==> config.mk <==
export PLATFORM = sky130hd
export DESIGN_NAME = eth_sd_sector_writer_flat
export DESIGN_NICKNAME = d
export VERILOG_FILES = /design/src/rtl/eth_sd_pkg.sv /design/src/rtl/eth_sd_sector_writer_if.sv /design/src/rtl/eth_sd_sector_writer.sv /design/src/flat_wrapper.sv
export SDC_FILE = /design/constraint.sdc
export NUM_CORES = 1
export LEC_CHECK = 0
export CAP_MARGIN = 0
export CORE_MARGIN = 1
export CORE_UTILIZATION = 45
export CTS_CLUSTER_DIAMETER = 50
export DETAILED_ROUTE_END_ITERATION = 7
export GPL_TIMING_DRIVEN = 0
export PLACE_DENSITY = 0.72
export SLEW_MARGIN = 30
export SYNTH_ARGS = -nofsm -noshare
export SYNTH_HDL_FRONTEND = slang
export SYNTH_SLANG_ARGS = --single-unit
==> constraint.sdc <==
create_clock -name clk -period 4.79 [get_ports clk]
set_input_delay 0.479 -clock clk [delete_from_list [all_inputs] [get_ports clk]]
set_output_delay 0.479 -clock clk [all_outputs]
set_load 0.03 [all_outputs]
==> src/rtl/eth_sd_pkg.sv <==
// rtl/eth_sd_pkg.sv - shared types and constants for the Ethernet->SD sector path
package eth_sd_pkg;

  localparam int SD_SECTOR_BYTES = 512;
  localparam int SD_ADDR_W       = 32;

  typedef enum logic [1:0] {
    IDLE,
    REQ,
    DATA,
    WAIT_DONE
  } wr_state_t;

endpackage

==> src/rtl/eth_sd_sector_writer_if.sv <==
// rtl/eth_sd_sector_writer_if.sv - FIFO read port and SD write port bundle
interface eth_sd_sector_writer_if #(
  parameter int DATA_W = 32,
  parameter int ADDR_W = 32
);

  logic [DATA_W-1:0] fifo_data;
  logic              fifo_vld;
  logic              fifo_rd;
  logic              sd_wr_req;
  logic [ADDR_W-1:0] sd_wr_addr;
  logic              sd_wr_ack;
  logic [DATA_W-1:0] sd_data;
  logic              sd_data_vld;
  logic              sd_data_rdy;
  logic              sd_wr_done;
  logic              sd_wr_err;

  modport master (
    input  fifo_data, fifo_vld, sd_wr_ack, sd_data_rdy, sd_wr_done, sd_wr_err,
    output fifo_rd, sd_wr_req, sd_wr_addr, sd_data, sd_data_vld
  );

  modport slave (
    output fifo_data, fifo_vld, sd_wr_ack, sd_data_rdy, sd_wr_done, sd_wr_err,
    input  fifo_rd, sd_wr_req, sd_wr_addr, sd_data, sd_data_vld
  );

endinterface

==> src/rtl/eth_sd_sector_writer.sv <==
// rtl/eth_sd_sector_writer.sv - frames the prefetch FIFO word stream into SD sector writes
module eth_sd_sector_writer
  import eth_sd_pkg::*;
#(
  parameter int DATA_W       = 32,
  parameter int SECTOR_WORDS = SD_SECTOR_BYTES / 4,
  parameter int ADDR_W       = SD_ADDR_W,
  parameter bit BYTE_SWAP    = 1'b0
) (
  input  logic                  clk,
  input  logic                  rst_n,
  input  logic                  enable,
  input  logic [ADDR_W-1:0]     start_addr,
  eth_sd_sector_writer_if.master bus,
  output logic                  busy,
  output logic [ADDR_W-1:0]     sector_cnt,
  output logic                  err_flag
);

  localparam int               CNT_W    = $clog2(SECTOR_WORDS + 1);
  localparam logic [CNT_W-1:0] LAST_CNT = CNT_W'(SECTOR_WORDS);

  wr_state_t         state_q, state_d;
  logic [CNT_W-1:0]  word_cnt_q;
  logic [DATA_W-1:0] data_q;
  logic              vld_q;
  logic [ADDR_W-1:0] addr_q;
  logic [ADDR_W-1:0] base_q;
  logic [ADDR_W-1:0] sector_cnt_q;
  logic              err_q;
  logic [DATA_W-1:0] swapped;
  logic [ADDR_W-1:0] addr_base;
  logic              pop;

  always_comb begin
    swapped = bus.fifo_data;
    if (BYTE_SWAP) begin
      for (int b = 0; b < DATA_W / 8; b++) begin
        swapped[8*b +: 8] = bus.fifo_data[DATA_W-8-8*b +: 8];
      end
    end
  end

  // The first sector after reset takes start_addr live; later sectors use the latched copy.
  assign addr_base = (sector_cnt_q == '0) ? start_addr : base_q;
  assign pop       = bus.fifo_rd & bus.fifo_vld;

  always_ff @(posedge clk or negedge rst_n) begin
    if (!rst_n) begin
      state_q <= IDLE;
    end else begin
      state_q <= state_d;
    end
  end

  always_comb begin
    state_d = state_q;
    unique case (state_q)
      IDLE:      if (enable && bus.fifo_vld) state_d = REQ;
      REQ:       if (bus.sd_wr_ack) state_d = DATA;
      DATA:      if (word_cnt_q == LAST_CNT && vld_q && bus.sd_data_rdy) state_d = WAIT_DONE;
      WAIT_DONE: if (bus.sd_wr_done) state_d = IDLE;
      default:   state_d = IDLE;
    endcase
  end

  // fifo_rd deliberately ignores fifo_vld; the pop is the AND of both.
  always_comb begin
    bus.sd_wr_req = (state_q == REQ);
    bus.fifo_rd   = (state_q == DATA) && (word_cnt_q < LAST_CNT) &&
                    (!vld_q || bus.sd_data_rdy);
    busy          = (state_q != IDLE);
  end

  always_ff @(posedge clk or negedge rst_n) begin
    if (!rst_n) begin
      word_cnt_q   <= '0;
      data_q       <= '0;
      vld_q        <= 1'b0;
      addr_q       <= '0;
      base_q       <= '0;
      sector_cnt_q <= '0;
      err_q        <= 1'b0;
    end else begin
      if (state_q == IDLE && sector_cnt_q == '0) begin
        base_q <= start_addr;
      end
      if (state_q == IDLE && state_d == REQ) begin
        addr_q <= addr_base + sector_cnt_q;
      end
      if (pop) begin
        data_q     <= swapped;
        vld_q      <= 1'b1;
        word_cnt_q <= word_cnt_q + 1'b1;
      end else if (vld_q && bus.sd_data_rdy) begin
        vld_q <= 1'b0;
      end
      if (state_q == WAIT_DONE && bus.sd_wr_done) begin
        sector_cnt_q <= sector_cnt_q + 1'b1;
        err_q        <= err_q | bus.sd_wr_err;
        word_cnt_q   <= '0;
      end
    end
  end

  assign bus.sd_data     = data_q;
  assign bus.sd_data_vld = vld_q;
  assign bus.sd_wr_addr  = addr_q;
  assign sector_cnt      = sector_cnt_q;
  assign err_flag        = err_q;

endmodule

==> src/flat_wrapper.sv <==
// flat-port wrapper written by rule: the top's interface ports become plain ports
module eth_sd_sector_writer_flat import eth_sd_pkg::*;
#(
  parameter int DATA_W       = 32,
  parameter int SECTOR_WORDS = SD_SECTOR_BYTES / 4,
  parameter int ADDR_W       = SD_ADDR_W,
  parameter bit BYTE_SWAP    = 1'b0
)
  (clk, rst_n, enable, start_addr, busy, sector_cnt, err_flag, bus_fifo_data, bus_fifo_vld, bus_sd_wr_ack, bus_sd_data_rdy, bus_sd_wr_done, bus_sd_wr_err, bus_fifo_rd, bus_sd_wr_req, bus_sd_wr_addr, bus_sd_data, bus_sd_data_vld);
  eth_sd_sector_writer_if #(.DATA_W(DATA_W), .ADDR_W(ADDR_W)) bus_i ();
  input  logic clk;
  input  logic rst_n;
  input  logic enable;
  input  logic [ADDR_W-1:0] start_addr;
  output logic busy;
  output logic [ADDR_W-1:0] sector_cnt;
  output logic err_flag;
  input wire logic [$bits(bus_i.fifo_data)-1:0] bus_fifo_data;
  input wire logic [$bits(bus_i.fifo_vld)-1:0] bus_fifo_vld;
  input wire logic [$bits(bus_i.sd_wr_ack)-1:0] bus_sd_wr_ack;
  input wire logic [$bits(bus_i.sd_data_rdy)-1:0] bus_sd_data_rdy;
  input wire logic [$bits(bus_i.sd_wr_done)-1:0] bus_sd_wr_done;
  input wire logic [$bits(bus_i.sd_wr_err)-1:0] bus_sd_wr_err;
  output wire logic [$bits(bus_i.fifo_rd)-1:0] bus_fifo_rd;
  output wire logic [$bits(bus_i.sd_wr_req)-1:0] bus_sd_wr_req;
  output wire logic [$bits(bus_i.sd_wr_addr)-1:0] bus_sd_wr_addr;
  output wire logic [$bits(bus_i.sd_data)-1:0] bus_sd_data;
  output wire logic [$bits(bus_i.sd_data_vld)-1:0] bus_sd_data_vld;
  assign bus_i.fifo_data = bus_fifo_data;
  assign bus_i.fifo_vld = bus_fifo_vld;
  assign bus_i.sd_wr_ack = bus_sd_wr_ack;
  assign bus_i.sd_data_rdy = bus_sd_data_rdy;
  assign bus_i.sd_wr_done = bus_sd_wr_done;
  assign bus_i.sd_wr_err = bus_sd_wr_err;
  assign bus_fifo_rd = bus_i.fifo_rd;
  assign bus_sd_wr_req = bus_i.sd_wr_req;
  assign bus_sd_wr_addr = bus_i.sd_wr_addr;
  assign bus_sd_data = bus_i.sd_data;
  assign bus_sd_data_vld = bus_i.sd_data_vld;
  eth_sd_sector_writer #(.DATA_W(DATA_W), .SECTOR_WORDS(SECTOR_WORDS), .ADDR_W(ADDR_W), .BYTE_SWAP(BYTE_SWAP)) u_core (.clk(clk), .rst_n(rst_n), .enable(enable), .start_addr(start_addr), .bus(bus_i), .busy(busy), .sector_cnt(sector_cnt), .err_flag(err_flag));
endmodule
==> flow_summary.json <==
{
  "place_hpwl_um": 16800,
  "clock-skew-final_ns": 0.0109,
  "max_cap_violations": 0,
  "synth_nets": 939,
  "n_antenna_cell": 0,
  "startpoint": "u_core.sector_cnt[1]",
  "core_area_um2": 17300,
  "crit_slowest_cell": "or4_1",
  "synthDistinctLibCells": 65,
  "setup_viol": 0,
  "synth-seq-cells": 140,
  "grt_overflow_total": 0,
  "post-cts-setup-buffer-count": 0,
  "finalWeightedCongestion": 0.924,
  "timing.reg2reg.setup_slack_ns": 0.38,
  "dp_cells": 1227,
  "dr_wl_met2_um": 10200,
  "min_path_type": "register to register",
  "grt_pass1_wl_um": 35300,
  "drt-vias-per-instance": 5.47,
  "layoutNonFillerInstCount": 1260,
  "drt_drc_violations_left": 0,
  "whs_path_depth": 1,
  "max_stage_delay_ns": 0.55,
  "r2r-start": "u_core.sector_cnt[1]",
  "hold_viol_final": 0,
  "fin_nets": 1133,
  "port_buffers": 172,
  "routed.top_layer": "met5",
  "routed-wl-met3_um": 1700,
  "path_cells": "inv_1 -> ha_1 -> nor4b_1 -> nand4_1 -> nor2_1 -> buf_2 -> mux2_2 -> ha_1 -> clkbuf_2 -> nand4_1 -> or4_1 -> a21oi_1 -> o21ai_0 -> xor2_1 -> o21ai_0",
  "max_clock_freq_mhz": 227,
  "tightest_slew_ns": 0.730,
  "met1_length_um": 9610,
  "cp.arrival_ns": 4.70,
  "routed_wl_um": 21900,
  "cts.reportedPaths.clkPinSlew_ns": 0.06,
  "area_growth_pct": 34.0,
  "synth_cells": 828,
  "rows": 48,
  "synth-seq-area-share": 0.440,
  "die-area_um2": 18200,
  "drt-pass1-iter-count": 5,
  "pin_count": 173,
  "gr-usage-all-layers": 0.253,
  "routed-via-count": 6895,
  "detailedRoute.firstIterationViolations": 418,
  "clock_tree.root_cell": "clkbuf_16",
  "cts_sink_cnt": 140,
  "synth_area_um2": 7960,
  "ys_async_sr_fraction": 1.00,
  "crit_path_max_fanout": 10,
  "grt_start_max_net_pins": 59,
  "fin_crit_ns": 4.41,
  "required_ns": 5.08,
  "setup-tns-final_ns": 0,
  "outcome": "complete, no violations",
  "drive_above_1_share": 0.117,
  "r2r_end": "u_core.bus.sd_wr_addr[25]",
  "worst_slew_margin_rel": 0.507,
  "synth.yosys.warnings": 0,
  "period_share": 0.921,
  "worstSetupEndpointType": "register",
  "detail-route-antenna-nets": 0,
  "cts_max_path_buffers": 2,
  "pins_over_slew_limit": 0,
  "worst_ir_drop_vdd_mv": 0.368,
  "power_per_cell_area_nw_per_um2": 609,
  "antenna_violations_before_repair": 1,
  "startpoint_type": "register",
  "ctsHoldBuffers": 1,
  "mostFrequentLayoutCells": "173 x nand2_1, 171 x clkdlybuf4s50_1, 140 x dfrtp_1",
  "via_count_of_the_first_global_routing_pass": 6684,
  "floorplan.initialDensity": 0.460,
  "critical_path.endpoint": "u_core.bus.sd_wr_addr[25]",
  "synth_edf_count": 0,
  "cts_resized": 0,
  "clock_tree_from_tritoncts": "built",
  "cts_made_buffers": 17,
  "critPathKind": "register to register",
  "die_y_um": 135,
  "detail_route.wl_per_cell_um": 17.4,
  "most_common_library_cell_in_the_layout_ignoring_fill_and_taps": "nand2_1",
  "floorplan.die.width_um": 135,
  "final.hold.worst_slack_ns": 0.453,
  "clock_latency_ns": 0.42,
  "cellLeakagePower_nw": 4.80,
  "synth_top_flop_cell": "dfrtp_1",
  "mean_post_synth_cell_area_um2": 9.61,
  "rsz0062_at_grt": "no",
  "htree_levels": 4,
  "worst_r2r_path_depth": 15
}
## layer usage
layer / vias to the layer above / GRT usage
met5: - / 0
met4: 2 / 0.0805
met1: 3320 / 0.327
li1: 3323 / -
met3: 23 / 0.0796
met2: 227 / 0.404
## how the worst min path moves through the flow
stage	from	end
6_report	u_core.err_flag	u_core.err_flag
3_5_place_dp	rst_n	u_core.bus.sd_wr_addr[28]
4_1_cts	u_core.err_flag	u_core.err_flag
3_3_place_gp	u_core.err_flag	u_core.err_flag
2_1_floorplan	rst_n	u_core.base_q[0]
5_1_grt	u_core.err_flag	u_core.err_flag
## sequential cells by signal, indices dropped and copies added (netlist names)
register / flops
u_core.word_cnt_q: 8
u_core.base_q: 32
u_core.state_q: 2
u_core.bus.sd_data_vld: 1
u_core.bus.sd_data: 32
u_core.err_flag: 1
u_core.bus.sd_wr_addr: 32
u_core.sector_cnt: 32
## cell type report
type                    instances  area [um^2]
fillers                      1510         6640
multi-input cells             644         4260
flip-flops and latches        140         3500
repair buffers                175         1790
clock buffers                  23          498
well taps                     225          282
plain buffers                  34          151
clock inverters                 9          134
inverters                      10         37.5
## power by group
part | internal (mW) | switching, mW | total [mW]
registers | 1.61 | 0.277 | 1.89
clock network | 0.888 | 0.508 | 1.40
logic | 1.35 | 1.85 | 3.20
## synthesized netlist by cell type (all sizes together) (2+ instances only)
cell type	n	area, um^2
nor2b	5	31.3
and2	8	50.1
a21boi	4	30.0
nor4	9	56.3
o31a	2	17.5
a31oi	2	12.5
mux2	64	721
nand4	20	140
nand2b	4	32.5
buf	17	86.3
a221o	3	30.0
ha	38	475
clkbuf	17	65.1
o21ai	34	170
o211ai	7	52.6
nand2	173	649
a211o	5	43.8
xnor2	29	254
a21oi	45	229
dfrtp	140	3500
a211oi	3	22.5
nor4b	5	43.8
nor2	46	183
nand3b	2	15.0
and3b	3	26.3
a21o	15	113
o211a	2	20.0
o21a	12	90.1
inv	10	37.5
or2	2	12.5
o31ai	12	90.1
nor3b	3	22.5
and3	11	70.1
nand3	23	115
and4	5	48.8
nor3	10	55.1
xor2	23	201
## logic make-up (layout without fill, tap and decap cells)
group | Yosys count | after routing | synth area share
XOR/XNOR | 52 | 52 | 0.0572
adder cells (fa/ha/maj) | 39 | 39 | 0.0623
flip-flops | 140 | 140 | 0.440
buffers and inverters | 44 | 251 | 0.0237
AND/OR/NAND/NOR | 333 | 333 | 0.199
multiplexers | 65 | 65 | 0.0918
AO/OA/AOI/OAI | 155 | 155 | 0.126
## worst max-delay path, delay by kind of cell (launching register included)
| family | cells | cell delay, ns |
|---|---|---|
| multiplexers | 1 | 0.38 |
| XOR/XNOR | 1 | 0.23 |
| flip-flops | 1 | 0.43 |
| adder cells (fa/ha/maj) | 2 | 0.42 |
| AO/OA/AOI/OAI | 3 | 0.43 |
| AND/OR/NAND/NOR | 5 | 1.68 |
| buffers and inverters | 3 | 0.69 |
## metrics by stage
stage	worst slack, ns	power (mW)	utilization	cell area, um^2
3_3_place_gp	-2.55	5.03	0.576	9960
3_5_place_dp	0.334	5.08	0.579	10000
6_report	0.379	6.49	0.616	10700
5_1_grt	0.0710	6.89	0.616	10700
2_1_floorplan	1.02	3.91	-	7960
4_1_cts	0.319	6.52	0.616	10700
Power figures use the tool's default switching activity.
